<file path="config.mk">
export PLATFORM = sky130hd
export DESIGN_NAME = multicycle_control
export DESIGN_NICKNAME = d
export VERILOG_FILES = /design/src/rtl/multicycle_control_pkg.sv /design/src/rtl/multicycle_control_alu_decoder.sv /design/src/rtl/multicycle_control.sv
export SDC_FILE = /design/constraint.sdc
export NUM_CORES = 1
export LEC_CHECK = 0
export ABC_AREA = 1
export CAP_MARGIN = 30
export CORE_MARGIN = 3
export CORE_UTILIZATION = 37
export CTS_CLUSTER_SIZE = 16
export DETAILED_ROUTE_END_ITERATION = 16
export GPL_TIMING_DRIVEN = 0
export MAX_ROUTING_LAYER = met4
export PLACE_DENSITY = 0.86
export SETUP_SLACK_MARGIN = 0.2
export SYNTH_ARGS = -nofsm -noshare
export SYNTH_HDL_FRONTEND = slang
export SYNTH_SLANG_ARGS = --single-unit
</file>
<file path="constraint.sdc">
create_clock -name clk -period 2.66 [get_ports clk]
set_input_delay 0.532 -clock clk [delete_from_list [all_inputs] [get_ports clk]]
set_output_delay 0.532 -clock clk [all_outputs]
set_load 0.02 [all_outputs]
</file>
<file path="src/rtl/multicycle_control_pkg.sv">
// Shared encodings for the multicycle RISC-V control unit:
// FSM states, opcodes, ALU codes and datapath mux selects.
package multicycle_control_pkg;

    typedef enum logic [3:0] {
        S_FETCH    = 4'd0,
        S_DECODE   = 4'd1,
        S_MEMADR   = 4'd2,
        S_MEMREAD  = 4'd3,
        S_MEMWB    = 4'd4,
        S_MEMWRITE = 4'd5,
        S_EXECUTER = 4'd6,
        S_EXECUTEI = 4'd7,
        S_ALUWB    = 4'd8,
        S_BEQ      = 4'd9,
        S_JAL      = 4'd10,
        S_HALT     = 4'd11
    } state_e;

    localparam logic [6:0] OP_LOAD  = 7'b0000011;
    localparam logic [6:0] OP_STORE = 7'b0100011;
    localparam logic [6:0] OP_RTYPE = 7'b0110011;
    localparam logic [6:0] OP_ITYPE = 7'b0010011;
    localparam logic [6:0] OP_JAL   = 7'b1101111;
    localparam logic [6:0] OP_BEQ   = 7'b1100011;

    localparam logic [2:0] ALU_ADD = 3'b000;
    localparam logic [2:0] ALU_SUB = 3'b001;
    localparam logic [2:0] ALU_AND = 3'b010;
    localparam logic [2:0] ALU_OR  = 3'b011;
    localparam logic [2:0] ALU_SLT = 3'b101;

    localparam logic [1:0] ALUOP_ADD = 2'b00;
    localparam logic [1:0] ALUOP_SUB = 2'b01;
    localparam logic [1:0] ALUOP_FN  = 2'b10;

    localparam logic [1:0] RES_ALUOUT = 2'b00;
    localparam logic [1:0] RES_DATA   = 2'b01;
    localparam logic [1:0] RES_ALU    = 2'b10;

    localparam logic [1:0] SRCA_PC    = 2'b00;
    localparam logic [1:0] SRCA_OLDPC = 2'b01;
    localparam logic [1:0] SRCA_RS1   = 2'b10;

    localparam logic [1:0] SRCB_RS2  = 2'b00;
    localparam logic [1:0] SRCB_IMM  = 2'b01;
    localparam logic [1:0] SRCB_FOUR = 2'b10;

    localparam logic [1:0] IMM_I = 2'b00;
    localparam logic [1:0] IMM_S = 2'b01;
    localparam logic [1:0] IMM_B = 2'b10;
    localparam logic [1:0] IMM_J = 2'b11;

endpackage

</file>
<file path="src/rtl/multicycle_control_alu_decoder.sv">
// ALU operation decode from ALUOp and instruction fields.
module alu_decoder
    import multicycle_control_pkg::*;
(
    input  logic [1:0] ALUOp,
    input  logic [2:0] funct3,
    input  logic       op5,
    input  logic       funct7b5,
    output logic [2:0] ALUControl
);

    always_comb begin
        ALUControl = ALU_ADD;
        case (ALUOp)
            ALUOP_SUB: ALUControl = ALU_SUB;
            ALUOP_FN: begin
                case (funct3)
                    // only R-type (op5=1) can encode sub
                    3'b000:  ALUControl = (op5 & funct7b5) ? ALU_SUB : ALU_ADD;
                    3'b010:  ALUControl = ALU_SLT;
                    3'b110:  ALUControl = ALU_OR;
                    3'b111:  ALUControl = ALU_AND;
                    default: ALUControl = ALU_ADD;
                endcase
            end
            default: ALUControl = ALU_ADD;
        endcase
    end

endmodule

</file>
<file path="src/rtl/multicycle_control.sv">
// Moore-FSM control unit for a multicycle RV32 subset datapath.
// Only the state is registered; every output decodes from it.
module multicycle_control
    import multicycle_control_pkg::*;
#(
    parameter bit ILLEGAL_TRAP = 1'b0
) (
    input  logic       clk,
    input  logic       reset_n,
    input  logic [6:0] op,
    input  logic [2:0] funct3,
    input  logic       funct7b5,
    input  logic       zero,
    output logic       PCWrite,
    output logic       AdrSrc,
    output logic       IRWrite,
    output logic       MemWrite,
    output logic       RegWrite,
    output logic [1:0] ResultSrc,
    output logic [1:0] ALUSrcA,
    output logic [1:0] ALUSrcB,
    output logic [1:0] ImmSrc,
    output logic [2:0] ALUControl,
    output logic [3:0] state,
    output logic       retire
);

    state_e cur, nxt;
    logic [1:0] aluop;
    logic pcupdate, branch, irw, memw, regw;

    assign state = cur;

    always_ff @(posedge clk or negedge reset_n) begin
        if (!reset_n) cur <= S_FETCH;
        else          cur <= nxt;
    end

    always_comb begin
        nxt = S_FETCH;
        case (cur)
            S_FETCH:  nxt = S_DECODE;
            S_DECODE: begin
                if (op == OP_LOAD || op == OP_STORE) nxt = S_MEMADR;
                else if (op == OP_RTYPE)             nxt = S_EXECUTER;
                else if (op == OP_ITYPE)             nxt = S_EXECUTEI;
                else if (op == OP_JAL)               nxt = S_JAL;
                else if (op == OP_BEQ)               nxt = S_BEQ;
                else if (ILLEGAL_TRAP)               nxt = S_HALT;
                else                                 nxt = S_FETCH;
            end
            S_MEMADR:   nxt = (op == OP_LOAD) ? S_MEMREAD : S_MEMWRITE;
            S_MEMREAD:  nxt = S_MEMWB;
            S_EXECUTER: nxt = S_ALUWB;
            S_EXECUTEI: nxt = S_ALUWB;
            S_JAL:      nxt = S_ALUWB;
            S_HALT:     nxt = S_HALT;
            default:    nxt = S_FETCH;
        endcase
    end

    always_comb begin
        pcupdate  = 1'b0;
        branch    = 1'b0;
        irw       = 1'b0;
        memw      = 1'b0;
        regw      = 1'b0;
        AdrSrc    = 1'b0;
        ResultSrc = RES_ALUOUT;
        ALUSrcA   = SRCA_PC;
        ALUSrcB   = SRCB_RS2;
        aluop     = ALUOP_ADD;
        retire    = 1'b0;
        case (cur)
            S_FETCH: begin
                irw       = 1'b1;
                pcupdate  = 1'b1;
                ALUSrcB   = SRCB_FOUR;
                ResultSrc = RES_ALU;
            end
            S_DECODE: begin
                ALUSrcA = SRCA_OLDPC;
                ALUSrcB = SRCB_IMM;
            end
            S_MEMADR: begin
                ALUSrcA = SRCA_RS1;
                ALUSrcB = SRCB_IMM;
            end
            S_MEMREAD: AdrSrc = 1'b1;
            S_MEMWB: begin
                ResultSrc = RES_DATA;
                regw      = 1'b1;
                retire    = 1'b1;
            end
            S_MEMWRITE: begin
                AdrSrc = 1'b1;
                memw   = 1'b1;
                retire = 1'b1;
            end
            S_EXECUTER: begin
                ALUSrcA = SRCA_RS1;
                aluop   = ALUOP_FN;
            end
            S_EXECUTEI: begin
                ALUSrcA = SRCA_RS1;
                ALUSrcB = SRCB_IMM;
                aluop   = ALUOP_FN;
            end
            S_ALUWB: begin
                regw   = 1'b1;
                retire = 1'b1;
            end
            S_BEQ: begin
                ALUSrcA = SRCA_RS1;
                aluop   = ALUOP_SUB;
                branch  = 1'b1;
                retire  = 1'b1;
            end
            S_JAL: begin
                ALUSrcA  = SRCA_OLDPC;
                ALUSrcB  = SRCB_FOUR;
                pcupdate = 1'b1;
            end
            default: ;
        endcase
    end

    always_comb begin
        ImmSrc = IMM_I;
        case (op)
            OP_STORE: ImmSrc = IMM_S;
            OP_BEQ:   ImmSrc = IMM_B;
            OP_JAL:   ImmSrc = IMM_J;
            default:  ImmSrc = IMM_I;
        endcase
    end

    // write enables are gated so reset blocks them before the state settles
    assign PCWrite  = (pcupdate | (branch & zero)) & reset_n;
    assign IRWrite  = irw  & reset_n;
    assign MemWrite = memw & reset_n;
    assign RegWrite = regw & reset_n;

    alu_decoder u_alu_decoder (
        .ALUOp      (aluop),
        .funct3     (funct3),
        .op5        (op[5]),
        .funct7b5   (funct7b5),
        .ALUControl (ALUControl)
    );

endmodule

</file>
# Word-level counts from Yosys, hierarchy flattened
# Cells that the tools add are included.
# W data, S select, Z words.
word_totals:
  reg_bits: 4
  inputBits: 14
  output_inout_bits: 21
  wordCells: 64
op_classes:
  eq_ne: 22
  muxes: 22
  bitwise: 7
  n_reduce_logical: 12
ops:
  columns: ["op", "count"]
  rows:
  - ["$pmux W4 S6", 1]
  - ["$mux W4", 5]
  - ["$eq A4 B3 Y1 const B", 4]
  - ["$eq A4 B4 Y1 const B", 4]
  - ["$pmux W2 S2", 4]
  - ["$eq A7 B6 Y1 const B", 2]
  - ["$eq A7 B7 Y1 const B", 2]
  - ["$pmux W3 S4", 1]
  - ["$reduce_or A2 Y1", 5]
  - ["$eq A4 B2 Y1 const B", 2]
  - ["$mux W1", 8]
  - ["$reduce_or A4 Y1", 2]
  - ["$eq A7 B2 Y1 const B", 1]
  - ["$eq A7 B5 Y1 const B", 1]
  - ["$and A1 B1 Y1", 6]
  - ["$eq A3 B3 Y1 const B", 2]
  - ["$pmux W2 S3", 1]
  - ["$pmux W3 S2", 1]
  - ["$reduce_or A3 Y1", 2]
  - ["$eq A4 B1 Y1 const B", 1]
  - ["$logic_not A4 Y1", 1]
  - ["$eq A3 B2 Y1 const B", 1]
  - ["$logic_not A3 Y1", 1]
  - ["$mux W3", 1]
  - ["4 further kinds", 4]

# Depth between registers and ports, before layout
logic_depth:
  word_depth: 7
  mapped_depth: 9
  ltp_nobuf: 9

# Cells and area by module
# Synthesis repeated with hierarchy kept, for this count alone.
unflattened:
  cells_unflattened: 99
  area_unflattened_um2: 550.5
by_module_without_submodules:
  columns: ["mod", "n_inst", "cells_per_inst", "area_each_um2", "seq_area_each_um2"]
  rows:
  - ["multicycle_control", 1, 82, 459.2, 100.1]
  - ["alu_decoder", 1, 17, 91.3, 0.0]

# Worst setup path before layout
# OpenSTA, ideal clock, no wires.
synth_timing:
  kind: "register -> output"
  startpoint: "register cur[1] (netlist: state[1])"
  endpoint: "output ALUControl[2]"
  t_arrival_ns: 1.894
  t_required_ns: 2.128
  setup_slack_ns: 0.234
  stages_incl_launch_ff: 7
  path_buffers: 0
  path_cell_list: "dfrtp_1 > inv_2 > nand2_2 > nor2_4 > inv_1 > ha_1 > nor4_1"
synth_via:
  elab_chain_cells: 5
  elab_cells_between_ends: 8
  classes_between: "eq/ne (5); mux (2); reduce/logical (1)"
synth_rtl:
  columns: ["item", "line_no", "rtl"]
  rows:
  - ["start: declaration", "multicycle_control.sv:28", "state_e cur, nxt;"]
  - ["start signal: assignment", "multicycle_control.sv:36", "else cur <= nxt;"]
  - ["$eq A4 B3 Y1", "multicycle_control.sv:74", "case (cur)"]
  - ["$reduce_or A2 Y1 (no source line)", null, null]
  - ["$pmux W2 S2 (*)", "multicycle_control.sv:74", null]
  - ["$eq A2 B2 Y1 or $eq A2 B1 Y1 (tied branches)", "multicycle_control_alu_decoder.sv:14", "case (ALUOp)"]
  - ["$pmux W3 S2 (*)", "multicycle_control_alu_decoder.sv:14", null]
  - ["end: declaration", "multicycle_control.sv:23", "output logic [2:0] ALUControl,"]
# Mark *: on every way between the ends. The rest lies on a longest branch, timed or not.

# Worst setup path in the final report
# Ends and elaborated chain as after synthesis.

==> results.md <==
- Effective utilization at floorplan: 40.4%
- Final instance area: 911 um2
- Vias: 728
- Area post-placement: 891 um2
- CP Data Required Time: 2.13 ns
- Fin crit share: 90.8%
- Buffers on Ports: 34
- Die height: 43.9 um
- Clock Latency Late Sink: 0.24 ns
- Max frequency: 414 MHz
- CP startpoint kind: register
- HP Class: in -> async
- First-pass GRT wire length: 2500 um
- DRC: 0
- Clk pin slew, worst setup/hold paths: 0.04 ns
- RR Startpoint: state[1]
- Drt first pass iters: 4
- Avg Synthesized Cell Area: 5.54 um2
- Final Slew Violations: 0
- Worst-path fanout max: 7
- Initial antenna violation count: 0
- Fillers: 115
- Detailed Place HPWL: 1290 um
- CTS tree: done
- Bufs on Longest Clock Path: 2
- CTS Hold Buffers Added: 0
- PD cells: 550 mW/mm2
- FF+latch count, synth: 4
- ANT cells: 0
- Final setup TNS: 0 ns
- Leak pwr: 0.452 nW
- Worst VDD drop: 0.370 mV
- CTS root buffer: clkbuf_4
- Core ar.: 0.00132 mm2
- Status: finished, final reports clean
- Origin of the worst setup path: state[1]
- Die Wd: 43.9 um
- Final setup vio count: 0
- Minimum clock period: 2.41 ns
- Yosys cell types: 19
- Ports: 35
- GR Overflow Total: 0
- Final hold vios: 0
- Gr usage total: 17.1%
- Maxcap violations: 0
- Sequential share of the synthesized area: 18.8%
- Initial drt markers: 18
- Post-Syn Nets: 112
- Max reg flops: 4
- Vias per cell: 4.92
- Area of the die: 0.00193 mm2
- Relative slew margins: 79.8%
- Worst-Margin Slew: 0.304 ns
- Synthesis Warnings: 0
- Post-Syn Area: 532 um2
- GPL Wtd Cong: 0.774
- Total CTS buffers: 3
- Syn Inst Count: 96
- WS Path Type: reg -> out
- Worst Path Arrival: 1.88 ns
- Synth-to-Final Area Change: 71.3%
- Vias in the first global route: 666
- Total Routed Length: 1500 um
- Core Rows: 13
- Final antenna-violating net count: 0
- Pin count of the biggest net entering global routing: 9
- Fin nets: 151
- Drt wl/cell: 10.2 um
- Setup repair after global routing missed its margin: true
- Setup bufs post-CTS: 0
- H-tree Lvls: 1
- Worst setup EP type: output port
- Final Skew: 0.00621 ns
- Layout cell share with drive strength beyond 1: 19.5%
- # clock sinks: 4
## final cells by class
| class | instances | area [um2] | area share (%) |
|---|---|---|---|
| Inverter | 19 | 71.3 | 7.83 |
| Timing Repair Buffer | 34 | 324 | 35.6 |
| Sequential cell | 4 | 104 | 11.4 |
| Multi-Input combinational cell | 73 | 370 | 40.7 |
| Tap cell | 15 | 18.8 | 2.06 |
| Clock buffer | 3 | 22.5 | 2.47 |
## final timing paths
path,end,slack [ns],cells past startpoint
min in group clk,state[2],0.69,2
hold reg to reg,state[2],0.69,2
setup reg to reg,state[0],1.56,7
setup / recovery,ALUControl[2],0.25,7
hold / removal,state[2],0.26,1
max in group asynchronous,state[3],2.18,1
## synth_stat cells
library cell  number  share of area, %
nor2_2             5               5.9
nand2_2            1               1.2
inv_2              5               3.5
o211ai_1           1               1.4
nand2_4            1               2.1
nor3_1             2               1.9
inv_1             14               9.9
a21oi_1            7               6.6
nand3_1            3               2.8
nor4_1             1               1.2
o21ai_1            1              0.94
dfrtp_1            4                19
ha_1               2               4.7
nand4_1            1               1.2
nor2_1            16                11
nor2_4             2               4.2
nand2_1           28                20
o21ai_0            1              0.94
a21oi_2            1               1.6
## stage by stage
step / cells / util [%] / setup WS (ns) / total power, mW / hold WS, ns
final: 148 / 69.1 / 0.246 / 0.501 / 0.258
after global routing: 148 / 69.1 / 0.177 / 0.541 / 0.263
after CTS: 148 / 68.9 / 0.104 / 0.505 / 0.257
after detailed placement: 145 / 67.6 / -0.0120 / 0.428 / 0.712
after global placement: 145 / 67.6 / -0.0330 / 0.420 / 0.699
after floorplan: 96 / - / 0.234 / 0.274 / 0.236
## cells in the final DEF (no fill, tap or decap), drive strengths merged
cell	Yosys	final
nor2	23	23
dfrtp	4	4
dlygate4sd2	0	3
ha	2	2
inv	19	19
a21oi	8	8
dlymetal6s2s	0	1
nor3	2	2
nand3	3	3
nor4	1	1
o211ai	1	1
o21ai	2	2
nand2	30	30
buf	0	1
clkbuf	0	5
nand4	1	1
clkdlybuf4s50	0	27
## power by group
group          internal (mW)  switching [mW]  total [mW]
clock network         0.0504          0.0243      0.0747
registers             0.0706          0.0235      0.0942
logic                  0.147           0.185       0.332
## cell families after synthesis
logic type | count (synthesis) | synth area share (%)
flops | 4 | 18.8
simple gates | 60 | 51.5
compound gates | 11 | 11.5
fa+ha+maj | 2 | 4.71
buf+inv | 19 | 13.4
## worst max-delay path, cell delays in order (launching register included)
cell	delay, ns
dfrtp_2	0.44
inv_2	0.12
nand2_2	0.09
nor2_4	0.14
inv_1	0.07
ha_1	0.30
nor4_1	0.26
clkbuf_2	0.23
## layer usage
metal  up-vias  part of all wire (%)  global-route usage, %
met2        35                    52                   29.9
met3         0                    10                   5.39
li1        371                     -                      -
met5         -                     0                      -
met1       322                    38                   19.0
met4         0                     0                   3.01
## repair_timing
item / in CTS / in global routing
gates cloned: 0 / 0
endpoints found under the setup margin: 9 / 6
gates resized for setup: 8 / 13
(Power assumes the default switching activity.)
